## src/rtl/mem_arb_pkg.sv

```systemverilog
// Shared constants and types for the cache/memory arbiter.
// The I-cache and D-cache import the same block geometry from here.
package mem_arb_pkg;

    localparam int DW            = 16;  // data word width
    localparam int AW            = 16;  // byte address width
    localparam int WORDS_PER_BLK = 8;   // words per cache block
    localparam int BLK_OFF_BITS  = 4;   // byte offset bits within a 16-byte block
    localparam int WORD_IDX_W    = 3;   // word index width within a block
    localparam int MEM_LAT       = 4;   // read issue to mem_rvalid, in cycles

    typedef enum logic [1:0] {
        ST_IDLE    = 2'd0,
        ST_I_FILL  = 2'd1,
        ST_D_FILL  = 2'd2,
        ST_D_WRITE = 2'd3
    } arb_state_e;

    // Byte address of the first word of the block containing addr.
    function automatic logic [AW-1:0] blk_base(input logic [AW-1:0] addr);
        return {addr[AW-1:BLK_OFF_BITS], {BLK_OFF_BITS{1'b0}}};
    endfunction

endpackage

```

## src/rtl/mem_arbiter_if.sv

```systemverilog
// Bundle of cache-side request/fill signals and the memory port.
// master = arbiter view, slave = caches plus memory view.
interface mem_arbiter_if;
    import mem_arb_pkg::*;

    logic                  i_miss;
    logic [AW-1:0]         i_addr;
    logic                  i_fill_we;
    logic                  i_fill_done;
    logic                  d_miss;
    logic [AW-1:0]         d_addr;
    logic                  d_wr_req;
    logic [DW-1:0]         d_wr_data;
    logic                  d_fill_we;
    logic                  d_fill_done;
    logic                  d_wr_done;
    logic [WORD_IDX_W-1:0] fill_idx;
    logic [DW-1:0]         fill_data;
    logic                  mem_en;
    logic                  mem_wr;
    logic [AW-1:0]         mem_addr;
    logic [DW-1:0]         mem_wdata;
    logic [DW-1:0]         mem_rdata;
    logic                  mem_rvalid;
    logic                  busy;

    modport master (
        input  i_miss, i_addr, d_miss, d_addr, d_wr_req, d_wr_data, mem_rdata, mem_rvalid,
        output i_fill_we, i_fill_done, d_fill_we, d_fill_done, d_wr_done,
               fill_idx, fill_data, mem_en, mem_wr, mem_addr, mem_wdata, busy
    );

    modport slave (
        output i_miss, i_addr, d_miss, d_addr, d_wr_req, d_wr_data, mem_rdata, mem_rvalid,
        input  i_fill_we, i_fill_done, d_fill_we, d_fill_done, d_wr_done,
               fill_idx, fill_data, mem_en, mem_wr, mem_addr, mem_wdata, busy
    );

endinterface

```

## src/rtl/blk_word_cnt.sv

```systemverilog
// Word counter within a cache block: synchronous clear (wins over
// increment), increment, and a terminal flag on the last word index.
module blk_word_cnt
    import mem_arb_pkg::*;
(
    input  logic                  clk,
    input  logic                  rst_n,
    input  logic                  clr_i,
    input  logic                  inc_i,
    output logic [WORD_IDX_W-1:0] cnt_o,
    output logic                  term_o
);

    logic [WORD_IDX_W-1:0] cnt_q;
    logic [WORD_IDX_W-1:0] cnt_d;

    // Next count: clear has priority, increment wraps 7 -> 0.
    always_comb begin
        cnt_d = cnt_q;
        if (clr_i) begin
            cnt_d = '0;
        end else if (inc_i) begin
            cnt_d = cnt_q + WORD_IDX_W'(1);
        end
    end

    // Count register.
    always_ff @(posedge clk or negedge rst_n) begin
        if (!rst_n) begin
            cnt_q <= '0;
        end else begin
            cnt_q <= cnt_d;
        end
    end

    assign cnt_o  = cnt_q;
    assign term_o = (cnt_q == {WORD_IDX_W{1'b1}});

endmodule

```

## src/rtl/mem_arbiter.sv

```systemverilog
// Arbiter between the I-cache and D-cache miss handlers and the unified
// main memory. Grants one requester at a time (store > D miss > I miss),
// then runs an 8-word block fill or a single write-through store.
module mem_arbiter
    import mem_arb_pkg::*;
(
    input  logic          clk,
    input  logic          rst_n,
    mem_arbiter_if.master bus
);

    arb_state_e            state_q, state_d;
    logic [AW-1:0]         base_q, base_d;
    logic [DW-1:0]         wdata_q, wdata_d;
    logic                  issue_all_q, issue_all_d;  // all 8 reads issued for this fill
    logic                  cnt_clr;
    logic                  issue_inc;
    logic                  recv_inc;
    logic [WORD_IDX_W-1:0] issue_cnt;
    logic [WORD_IDX_W-1:0] recv_cnt;
    logic                  issue_term;
    logic                  recv_term;
    logic                  in_fill;

    blk_word_cnt u_issue_cnt (
        .clk    (clk),
        .rst_n  (rst_n),
        .clr_i  (cnt_clr),
        .inc_i  (issue_inc),
        .cnt_o  (issue_cnt),
        .term_o (issue_term)
    );

    blk_word_cnt u_recv_cnt (
        .clk    (clk),
        .rst_n  (rst_n),
        .clr_i  (cnt_clr),
        .inc_i  (recv_inc),
        .cnt_o  (recv_cnt),
        .term_o (recv_term)
    );

    assign in_fill = (state_q == ST_I_FILL) || (state_q == ST_D_FILL);

    // Next-state logic and all bus outputs; every output idles at 0.
    always_comb begin
        state_d         = state_q;
        base_d          = base_q;
        wdata_d         = wdata_q;
        issue_all_d     = issue_all_q;
        cnt_clr         = 1'b0;
        issue_inc       = 1'b0;
        recv_inc        = 1'b0;
        bus.i_fill_we   = 1'b0;
        bus.i_fill_done = 1'b0;
        bus.d_fill_we   = 1'b0;
        bus.d_fill_done = 1'b0;
        bus.d_wr_done   = 1'b0;
        bus.fill_idx    = '0;
        bus.fill_data   = '0;
        bus.mem_en      = 1'b0;
        bus.mem_wr      = 1'b0;
        bus.mem_addr    = '0;
        bus.mem_wdata   = '0;
        bus.busy        = (state_q != ST_IDLE);

        unique case (state_q)
            ST_IDLE: begin
                cnt_clr     = 1'b1;
                issue_all_d = 1'b0;
                if (bus.d_wr_req) begin
                    base_d  = bus.d_addr;
                    wdata_d = bus.d_wr_data;
                    state_d = ST_D_WRITE;
                end else if (bus.d_miss) begin
                    base_d  = blk_base(bus.d_addr);
                    state_d = ST_D_FILL;
                end else if (bus.i_miss) begin
                    base_d  = blk_base(bus.i_addr);
                    state_d = ST_I_FILL;
                end
            end

            ST_I_FILL, ST_D_FILL: begin
                // Read issue side: one word address per cycle until all 8 are out.
                if (!issue_all_q) begin
                    bus.mem_en   = 1'b1;
                    bus.mem_addr = base_q + {{(AW-WORD_IDX_W-1){1'b0}}, issue_cnt, 1'b0};
                    issue_inc    = 1'b1;
                    if (issue_term) begin
                        issue_all_d = 1'b1;
                    end
                end
                // Return side: forward each word to the granted cache.
                if (bus.mem_rvalid) begin
                    bus.i_fill_we = (state_q == ST_I_FILL);
                    bus.d_fill_we = (state_q == ST_D_FILL);
                    bus.fill_idx  = recv_cnt;
                    bus.fill_data = bus.mem_rdata;
                    recv_inc      = 1'b1;
                    if (recv_term) begin
                        bus.i_fill_done = (state_q == ST_I_FILL);
                        bus.d_fill_done = (state_q == ST_D_FILL);
                        state_d         = ST_IDLE;
                    end
                end
            end

            ST_D_WRITE: begin
                bus.mem_en    = 1'b1;
                bus.mem_wr    = 1'b1;
                bus.mem_addr  = base_q;
                bus.mem_wdata = wdata_q;
                bus.d_wr_done = 1'b1;
                state_d       = ST_IDLE;
            end

            default: state_d = ST_IDLE;
        endcase
    end

    // State and latched request registers.
    always_ff @(posedge clk or negedge rst_n) begin
        if (!rst_n) begin
            state_q     <= ST_IDLE;
            base_q      <= '0;
            wdata_q     <= '0;
            issue_all_q <= 1'b0;
        end else begin
            state_q     <= state_d;
            base_q      <= base_d;
            wdata_q     <= wdata_d;
            issue_all_q <= issue_all_d;
        end
    end

    // A returned word with no fill in progress is dropped; flag it in simulation.
    a_rvalid_in_fill: assert property (@(posedge clk) disable iff (!rst_n)
        !(bus.mem_rvalid && !in_fill))
        else $warning("mem_rvalid outside a fill was ignored");

endmodule

```

## src/flat_wrapper.sv

```systemverilog
// flat-port wrapper written by rule: the top's interface ports become plain ports
module mem_arbiter_flat import mem_arb_pkg::*;
  (clk, rst_n, bus_i_miss, bus_i_addr, bus_d_miss, bus_d_addr, bus_d_wr_req, bus_d_wr_data, bus_mem_rdata, bus_mem_rvalid, bus_i_fill_we, bus_i_fill_done, bus_d_fill_we, bus_d_fill_done, bus_d_wr_done, bus_fill_idx, bus_fill_data, bus_mem_en, bus_mem_wr, bus_mem_addr, bus_mem_wdata, bus_busy);
  mem_arbiter_if bus_i ();
  input  logic clk;
  input  logic rst_n;
  input wire logic [$bits(bus_i.i_miss)-1:0] bus_i_miss;
  input wire logic [$bits(bus_i.i_addr)-1:0] bus_i_addr;
  input wire logic [$bits(bus_i.d_miss)-1:0] bus_d_miss;
  input wire logic [$bits(bus_i.d_addr)-1:0] bus_d_addr;
  input wire logic [$bits(bus_i.d_wr_req)-1:0] bus_d_wr_req;
  input wire logic [$bits(bus_i.d_wr_data)-1:0] bus_d_wr_data;
  input wire logic [$bits(bus_i.mem_rdata)-1:0] bus_mem_rdata;
  input wire logic [$bits(bus_i.mem_rvalid)-1:0] bus_mem_rvalid;
  output wire logic [$bits(bus_i.i_fill_we)-1:0] bus_i_fill_we;
  output wire logic [$bits(bus_i.i_fill_done)-1:0] bus_i_fill_done;
  output wire logic [$bits(bus_i.d_fill_we)-1:0] bus_d_fill_we;
  output wire logic [$bits(bus_i.d_fill_done)-1:0] bus_d_fill_done;
  output wire logic [$bits(bus_i.d_wr_done)-1:0] bus_d_wr_done;
  output wire logic [$bits(bus_i.fill_idx)-1:0] bus_fill_idx;
  output wire logic [$bits(bus_i.fill_data)-1:0] bus_fill_data;
  output wire logic [$bits(bus_i.mem_en)-1:0] bus_mem_en;
  output wire logic [$bits(bus_i.mem_wr)-1:0] bus_mem_wr;
  output wire logic [$bits(bus_i.mem_addr)-1:0] bus_mem_addr;
  output wire logic [$bits(bus_i.mem_wdata)-1:0] bus_mem_wdata;
  output wire logic [$bits(bus_i.busy)-1:0] bus_busy;
  assign bus_i.i_miss = bus_i_miss;
  assign bus_i.i_addr = bus_i_addr;
  assign bus_i.d_miss = bus_d_miss;
  assign bus_i.d_addr = bus_d_addr;
  assign bus_i.d_wr_req = bus_d_wr_req;
  assign bus_i.d_wr_data = bus_d_wr_data;
  assign bus_i.mem_rdata = bus_mem_rdata;
  assign bus_i.mem_rvalid = bus_mem_rvalid;
  assign bus_i_fill_we = bus_i.i_fill_we;
  assign bus_i_fill_done = bus_i.i_fill_done;
  assign bus_d_fill_we = bus_i.d_fill_we;
  assign bus_d_fill_done = bus_i.d_fill_done;
  assign bus_d_wr_done = bus_i.d_wr_done;
  assign bus_fill_idx = bus_i.fill_idx;
  assign bus_fill_data = bus_i.fill_data;
  assign bus_mem_en = bus_i.mem_en;
  assign bus_mem_wr = bus_i.mem_wr;
  assign bus_mem_addr = bus_i.mem_addr;
  assign bus_mem_wdata = bus_i.mem_wdata;
  assign bus_busy = bus_i.busy;
  mem_arbiter u_core (.clk(clk), .rst_n(rst_n), .bus(bus_i));
endmodule
```

## config.mk

```make
export PLATFORM = sky130hd
export DESIGN_NAME = mem_arbiter_flat
export DESIGN_NICKNAME = d
export VERILOG_FILES = /design/src/rtl/mem_arb_pkg.sv /design/src/rtl/mem_arbiter_if.sv /design/src/rtl/blk_word_cnt.sv /design/src/rtl/mem_arbiter.sv /design/src/flat_wrapper.sv
export SDC_FILE = /design/constraint.sdc
export NUM_CORES = 1
export LEC_CHECK = 0
export ABC_AREA = 1
export BUFFER_PORTS_ARGS = -buffer_cell sky130_fd_sc_hd__buf_2
export CAP_MARGIN = 20
export CORE_UTILIZATION = 30
export CTS_CLUSTER_DIAMETER = 200
export CTS_CLUSTER_SIZE = 14
export DETAILED_ROUTE_END_ITERATION = 10
export SYNTH_ARGS = -nofsm -noshare
export SYNTH_HDL_FRONTEND = slang
export SYNTH_HIERARCHICAL = 1
export SYNTH_SLANG_ARGS = --single-unit
```

## constraint.sdc

```tcl
create_clock -name clk -period 1.9 [get_ports clk]
set_clock_uncertainty 0.05 [all_clocks]
set_input_delay 0.19 -clock clk [delete_from_list [all_inputs] [get_ports clk]]
set_output_delay 0.19 -clock clk [all_outputs]
set_load 0.02 [all_outputs]
```

==> flow_summary.ini, run 1 <==
[routing]
antenna_left = 0
wl_per_cell_um = 12.60
drt-initial-drc-count = 107
totalWireLength_um = 8214
viasPerCell = 4.641
vias = 3026
first_pass_iters = 4
drc = 0

[clock_tree]
clock-sinks = 41
numCtsBuffers = 5
cts_tree = built
clk_pin_slew_ns = 0.08
htreeDepth = 2
root_buffer = clkbuf_8
clk_latency_ns = 0.29
clockBufferDepth = 2

[critical_path]
cp-start-kind = flop
reg2regPathDepth = 7
end_kind = output port
critPathKind = reg -> out
crit_start = u_core/base_q[1]$_DFFE_PN0P_
crit_required_ns = 1.66
arrival_ns = 2.03
crit_end = bus_mem_addr[15]
rr_endpoint = u_core/base_q[7]$_DFFE_PN0P_
rr_startpoint = u_core/state_q[1]$_DFFE_PN0P_
path_max_fanout = 5
r2r_slack_ns = 0.33

[run]
drv_cap = 0

[cells_and_area]
layout.cells.non_filler = 652
synthToLayoutAreaGrowth_pct = 51.89
antenna_cells = 0
final_core_util = 0.4807
nets = 626
fillers = 873
drive_gt1_frac = 0.4393

[timing]
hold_ws_ns = 0.06777
tightestPinTransition_ns = 0.5392
period_needed_ns = 2.270
setup_viol = 17
slew_headroom = 0.6405
hold_viol_final = 0
slew_viol_final = 0
finalCritPeriodShare = 1.195
rsz0062_at_grt = yes
setup_slack_ns = -0.3703
max_freq_mhz = 440.5

[place]
port_buffers = 124
finalWeightedCongestion = 0.8627
post-dp-hpwl_um = 5832
preCtsSetupSlack_ns = -0.1514
place_inst = 633

[synth]
syn_avg_cell_area_um2 = 7.197
ys_types = 31
synth_cells = 391
synth_seq_cells = 41
seq_area_frac_synth = 0.3646
yosysWarnings = 6
syn_area_mm2 = 0.002814
syn-num-nets = 474

[floorplanning]
die_h_um = 98.85
core.rowCount = 34
die-area_mm2 = 0.009771
io_pins = 129
chipWidth_um = 98.85
start_util = 0.3165
core_area_mm2 = 0.008891

[hold_path]
hold_path_class = in -> reg

[power]
power.density_mw_per_mm2 = 1629
vdd_drop_max_mv = 0.8829
cellLeakagePower_uw = 0.002368

[global_route]
antenna_found_initial = 0
grt_max_degree = 42
grt_pass1_vias = 2905
grt_use_total = 0.1644
grt_overflow_total = 0
grt_pass1_wl_um = 12920

[run_status]
violations = setup timing
run_status = complete, but fails checks
cells by family (layout without fill, tap and decap cells):
kind of cell	after synthesis	after routing	share of synthesized area
muxes	16	16	0.06403
buffers and inverters	89	242	0.1294
adders and majority gates	13	13	0.06047
and+or+nand+nor	185	185	0.2752
DFF	41	41	0.3646
AOI/OAI and AO/OA	47	47	0.1063
power by group:
part           leakage (uW)  internal (uW)  total, uW  switching, uW
Clock             0.0000439            254        579            325
Combinational       0.00183           2130       4740           2610
Sequential         0.000495           1270       1640            375
Total               0.00237           3650       6960           3310
per-stage QoR:
step | cell area, um2 | power, uW | TNS [ns]
finish | 4274 | 6962 | -4.095
global route | 4274 | 7457 | -5.902
CTS | 4051 | 6396 | -3.592
detailed placement | 3750 | 5324 | -0.7000
global placement | 3750 | 5233 | -0.7307
floorplan | 2864 | 4046 | 0
what timing repair did:
action	CTS	global route
gates cloned	0	1
endpoints found under the setup margin	31	42
hold buffers	1	0
pin swaps	15	12
buffers inserted	7	5
resized for setup	50	53
endpoints found under the hold margin	41	0
Yosys cell counts:
cell | n | share of area
buf_2 | 6 | 0.011
o21bai_1 | 1 | 0.0027
mux2_2 | 16 | 0.064
nand3_4 | 1 | 0.0062
ha_1 | 12 | 0.053
o31ai_1 | 1 | 0.0027
a21oi_4 | 2 | 0.012
nand3_1 | 21 | 0.037
nor2_4 | 3 | 0.012
nand4_1 | 3 | 0.0067
fa_1 | 1 | 0.0071
buf_1 | 1 | 0.0013
a2bb2oi_1 | 1 | 0.0031
inv_1 | 72 | 0.096
a22oi_1 | 2 | 0.0053
nor2_1 | 45 | 0.060
nor3_1 | 2 | 0.0036
o211a_1 | 1 | 0.0036
inv_2 | 1 | 0.0013
o21ai_0 | 9 | 0.016
nand2_1 | 107 | 0.14
buf_6 | 1 | 0.0040
dfrtp_1 | 41 | 0.36
a211oi_1 | 1 | 0.0027
a31oi_1 | 13 | 0.029
nor2_2 | 2 | 0.0044
a21oi_1 | 15 | 0.027
nand2_2 | 1 | 0.0022
a21oi_2 | 1 | 0.0031
buf_4 | 4 | 0.011
clkbuf_1 | 4 | 0.0053
placed cells by master (no fill, tap or decap), types with 2 or more instances in the layout:
cell,instances
nand2_1,101
buf_2,99
inv_1,64
dfrtp_1,41
buf_4,39
nor2_1,37
nand3_1,19
buf_6,17
mux2_2,16
a31oi_1,13
nor2_4,9
o21ai_0,8
a21oi_2,8
inv_2,7
a21oi_4,7
ha_1,7
clkbuf_8,5
nand2_4,4
nor2_2,4
ha_4,4
nand2_2,3
a21oi_1,3
nand4_1,3
buf_12,3
clkinv_2,2
nand3_2,2
a22oi_1,2
nor3_1,2
buf_8,2
area by class of cell:
| class | count | area (um2) | share of cell area |
|---|---|---|---|
| Multi-Input combinational cell | 261 | 1665 | 0.3896 |
| Clock inverter | 3 | 17.52 | 0.004098 |
| Sequential cell | 41 | 1026 | 0.2400 |
| Inverter | 73 | 281.5 | 0.06587 |
| Clock buffer | 5 | 68.82 | 0.01610 |
| Tap cell | 108 | 135.1 | 0.03162 |
| Timing Repair Buffer | 161 | 1080 | 0.2526 |
worst max-delay path: stages (launching register included):
cell	delay [ns]
dfrtp_1	0.37
ha_2	0.19
inv_2	0.04
fa_2	0.32
inv_2	0.08
nand2_4	0.06
a21oi_4	0.17
nand2_1	0.08
nand2_1	0.08
nand3_2	0.08
a21oi_4	0.14
buf_6	0.13
layer usage:
| layer | up-vias | wire length, um | part of all wire | track usage |
|---|---|---|---|---|
| met5 | - | 0 | 0 | 0 |
| met4 | 0 | 98 | 0.012 | 0.05166 |
| met3 | 8 | 419 | 0.051 | 0.02340 |
| met2 | 106 | 4076 | 0.50 | 0.2948 |
| met1 | 1396 | 3620 | 0.44 | 0.2027 |
| li1 | 1516 | - | - | - |
sequential cells by signal, indices dropped and copies added, names as in the netlist:
register,count
u_core/state_q,2
u_core/wdata_q,16
u_core/base_q,16
u_core/u_issue_cnt/cnt_o,3
u_core/u_recv_cnt/cnt_o,3
u_core/issue_all_q,1
how the worst min path moves through the flow:
| stage | from | end | slack (ns) | cells after the start |
|---|---|---|---|---|
| after global routing | bus_d_wr_data[0] | u_core/wdata_q[0]$_DFFE_PN0P_ | 0.06 | 2 |
| after floorplan | rst_n | u_core/base_q[0]$_DFFE_PN0P_ | -0.16 | 0 |
| after detailed placement | rst_n | u_core/base_q[15]$_DFFE_PN0P_ | 0.25 | 2 |
| after global placement | rst_n | u_core/base_q[15]$_DFFE_PN0P_ | 0.24 | 2 |
| final | bus_d_wr_data[7] | u_core/wdata_q[7]$_DFFE_PN0P_ | 0.07 | 2 |
| after CTS | bus_d_wr_data[7] | u_core/wdata_q[7]$_DFFE_PN0P_ | 0.06 | 2 |
Power figures use the tool's default switching activity.
==> inputs of run 2 (changes only) <==
Settings changed: SKIP_LAST_GASP set to 1.
==> run 2 against run 1 <==
The run still ends with setup timing left. Hold slack about the same. Register-to-register slack about the same. Worst setup slack got worse by 0.00066 ns. Sequential share of layout area increased by 0.085 points. Final area decreased by 0.35%. Maximum frequency about the same. Critical endpoint unchanged. Largest power group unchanged.
==> flow_summary.ini, run 2 (synthesized netlist as in run 1, its figures left out) <==
[run_status]
run_status = complete, but fails checks
violations = setup timing

[timing]
finalCritPeriodShare = 1.195
period_needed_ns = 2.271
slew_viol_final = 0
setup_viol = 17
rsz0062_at_grt = yes
max_freq_mhz = 440.4
slew_headroom = 0.6381
tightestPinTransition_ns = 0.5429
hold_ws_ns = 0.06775
finalSetupTns_ns = -4.164
hold_viol_final = 0
setup_slack_ns = -0.3709

[critical_path]
arrival_ns = 2.03
cpPeakStageDelay_ns = 0.37
cpLargestDelayFamily = adder cells
crit_slowest_cell = dfrtp_1
end_kind = output port
critPathKind = reg -> out
path_max_fanout = 5
critPathBufInv = 3
cp-start-kind = flop
cp_cell_sequence = ha_2 -> inv_2 -> fa_2 -> inv_2 -> nand2_4 -> a21oi_4 -> nand2_1 -> nand2_1 -> nand3_2 -> a21oi_4 -> buf_6
crit_required_ns = 1.66

[place]
port_buffers = 124
finalWeightedCongestion = 0.8627
place_area_mm2 = 0.003750
post-dp-hpwl_um = 5832

[global_route]
grt_overflow_total = 0
antenna_found_initial = 0
grt_pass1_wl_um = 12910
grt_max_degree = 42
grt_pass1_vias = 2903
grt_use_total = 0.1642

[cells_and_area]
reg_top3 = u_core/base_q x16, u_core/wdata_q x16
final_cell_area_mm2 = 0.004259
final_common_cell = nand2_1
fillers = 877
nets = 626
antenna_cells = 0
mostFrequentLayoutCells = nand2_1, buf_2, inv_1
drive_gt1_frac = 0.4393
synthToLayoutAreaGrowth_pct = 51.36

[routing]
wl_met1_um = 3591
viasPerCell = 4.670
wl_per_cell_um = 12.62
drc = 0
totalWireLength_um = 8231
top_layer = met4
first_pass_iters = 4
wl_met3_um = 452
antenna_left = 0
drt-initial-drc-count = 108
met2WireLength_um = 4089
vias = 3045

[power]
power.density_mw_per_mm2 = 1623
vdd_drop_max_mv = 0.8508
cellLeakagePower_uw = 0.002366

[run]
drv_cap = 0

[clock_tree]
clockBufferDepth = 2
htreeDepth = 2
numCtsBuffers = 5
clk_latency_ns = 0.30
cts_tree = built
clock-sinks = 41
clk_pin_slew_ns = 0.08
root_buffer = clkbuf_8

[floorplanning]
die_h_um = 98.85
core_area_mm2 = 0.008891
start_util = 0.3165
chipWidth_um = 98.85
die-area_mm2 = 0.009771
io_pins = 129
core.rowCount = 34

[hold_path]
hold_path_class = in -> reg
[run 2: cell types whose count changed in the layout (fill, tap and decap cells not counted)]
cell and delta:
buf_4 +2, buf_6 -2, inv_4 +1, inv_6 -1, nor2_2 +1, nor2_4 -1
[run 2: metal layers]
layer  vias up  GRT usage
li1       1515          -
met1      1404     0.2027
met2       118     0.2942
met3         8    0.02340
met4         0    0.05166
met5         -          0
[run 2: path summary, 6_finish.rpt]
path	slack, ns	cells past startpoint	start	end
max	-0.37	11	u_core/base_q[1]$_DFFE_PN0P_	bus_mem_addr[15]
min	0.07	2	bus_d_wr_data[7]	u_core/wdata_q[7]$_DFFE_PN0P_
max reg2reg	0.34	7	u_core/state_q[1]$_DFFE_PN0P_	u_core/base_q[7]$_DFFE_PN0P_
min reg2reg	0.46	1	u_core/wdata_q[3]$_DFFE_PN0P_	u_core/wdata_q[3]$_DFFE_PN0P_
max in group asynchronous	0.96	3	rst_n	u_core/u_issue_cnt/cnt_o[1]$_DFFE_PN0P_
min in group asynchronous	0.46	3	rst_n	u_core/base_q[15]$_DFFE_PN0P_
[run 2: repair_timing]
action,in CTS,in global routing
setup buffers,7,5
endpoints found under the setup margin,31,42
cloned,0,1
hold endpoints to repair,41,0
hold buffers,1,0
gates resized for setup,49,50
pin swaps,15,12
[run 2: final cells by class]
class                   count  area, um2  share of cell area
multi-input cells         261       1660              0.3898
repair buffers            161       1072              0.2518
flip-flops and latches     41       1026              0.2409
inverters                  73      279.0             0.06551
well taps                 108      135.1             0.03173
clock buffers               5      68.82             0.01616
clock inverters             3      17.52            0.004113
[run 2: metrics by stage]
| stage | std cells | worst slack [ns] | power, uW | utilization |
|---|---|---|---|---|
| after global routing | 652 | -0.4757 | 7407 | 0.4790 |
| after floorplan | 391 | 0.0009754 | 4046 | - |
| after detailed placement | 633 | -0.1514 | 5324 | 0.4218 |
| after global placement | 633 | -0.1356 | 5233 | 0.4218 |
| final | 652 | -0.3709 | 6913 | 0.4790 |
| after CTS | 649 | -0.3742 | 6388 | 0.4554 |
[run 2: where the power goes]
part | internal (uW) | total [uW] | switching [uW]
combinational | 2110 | 4690 | 2580
sequential | 1270 | 1640 | 376
clock | 254 | 581 | 327
total | 3630 | 6910 | 3290
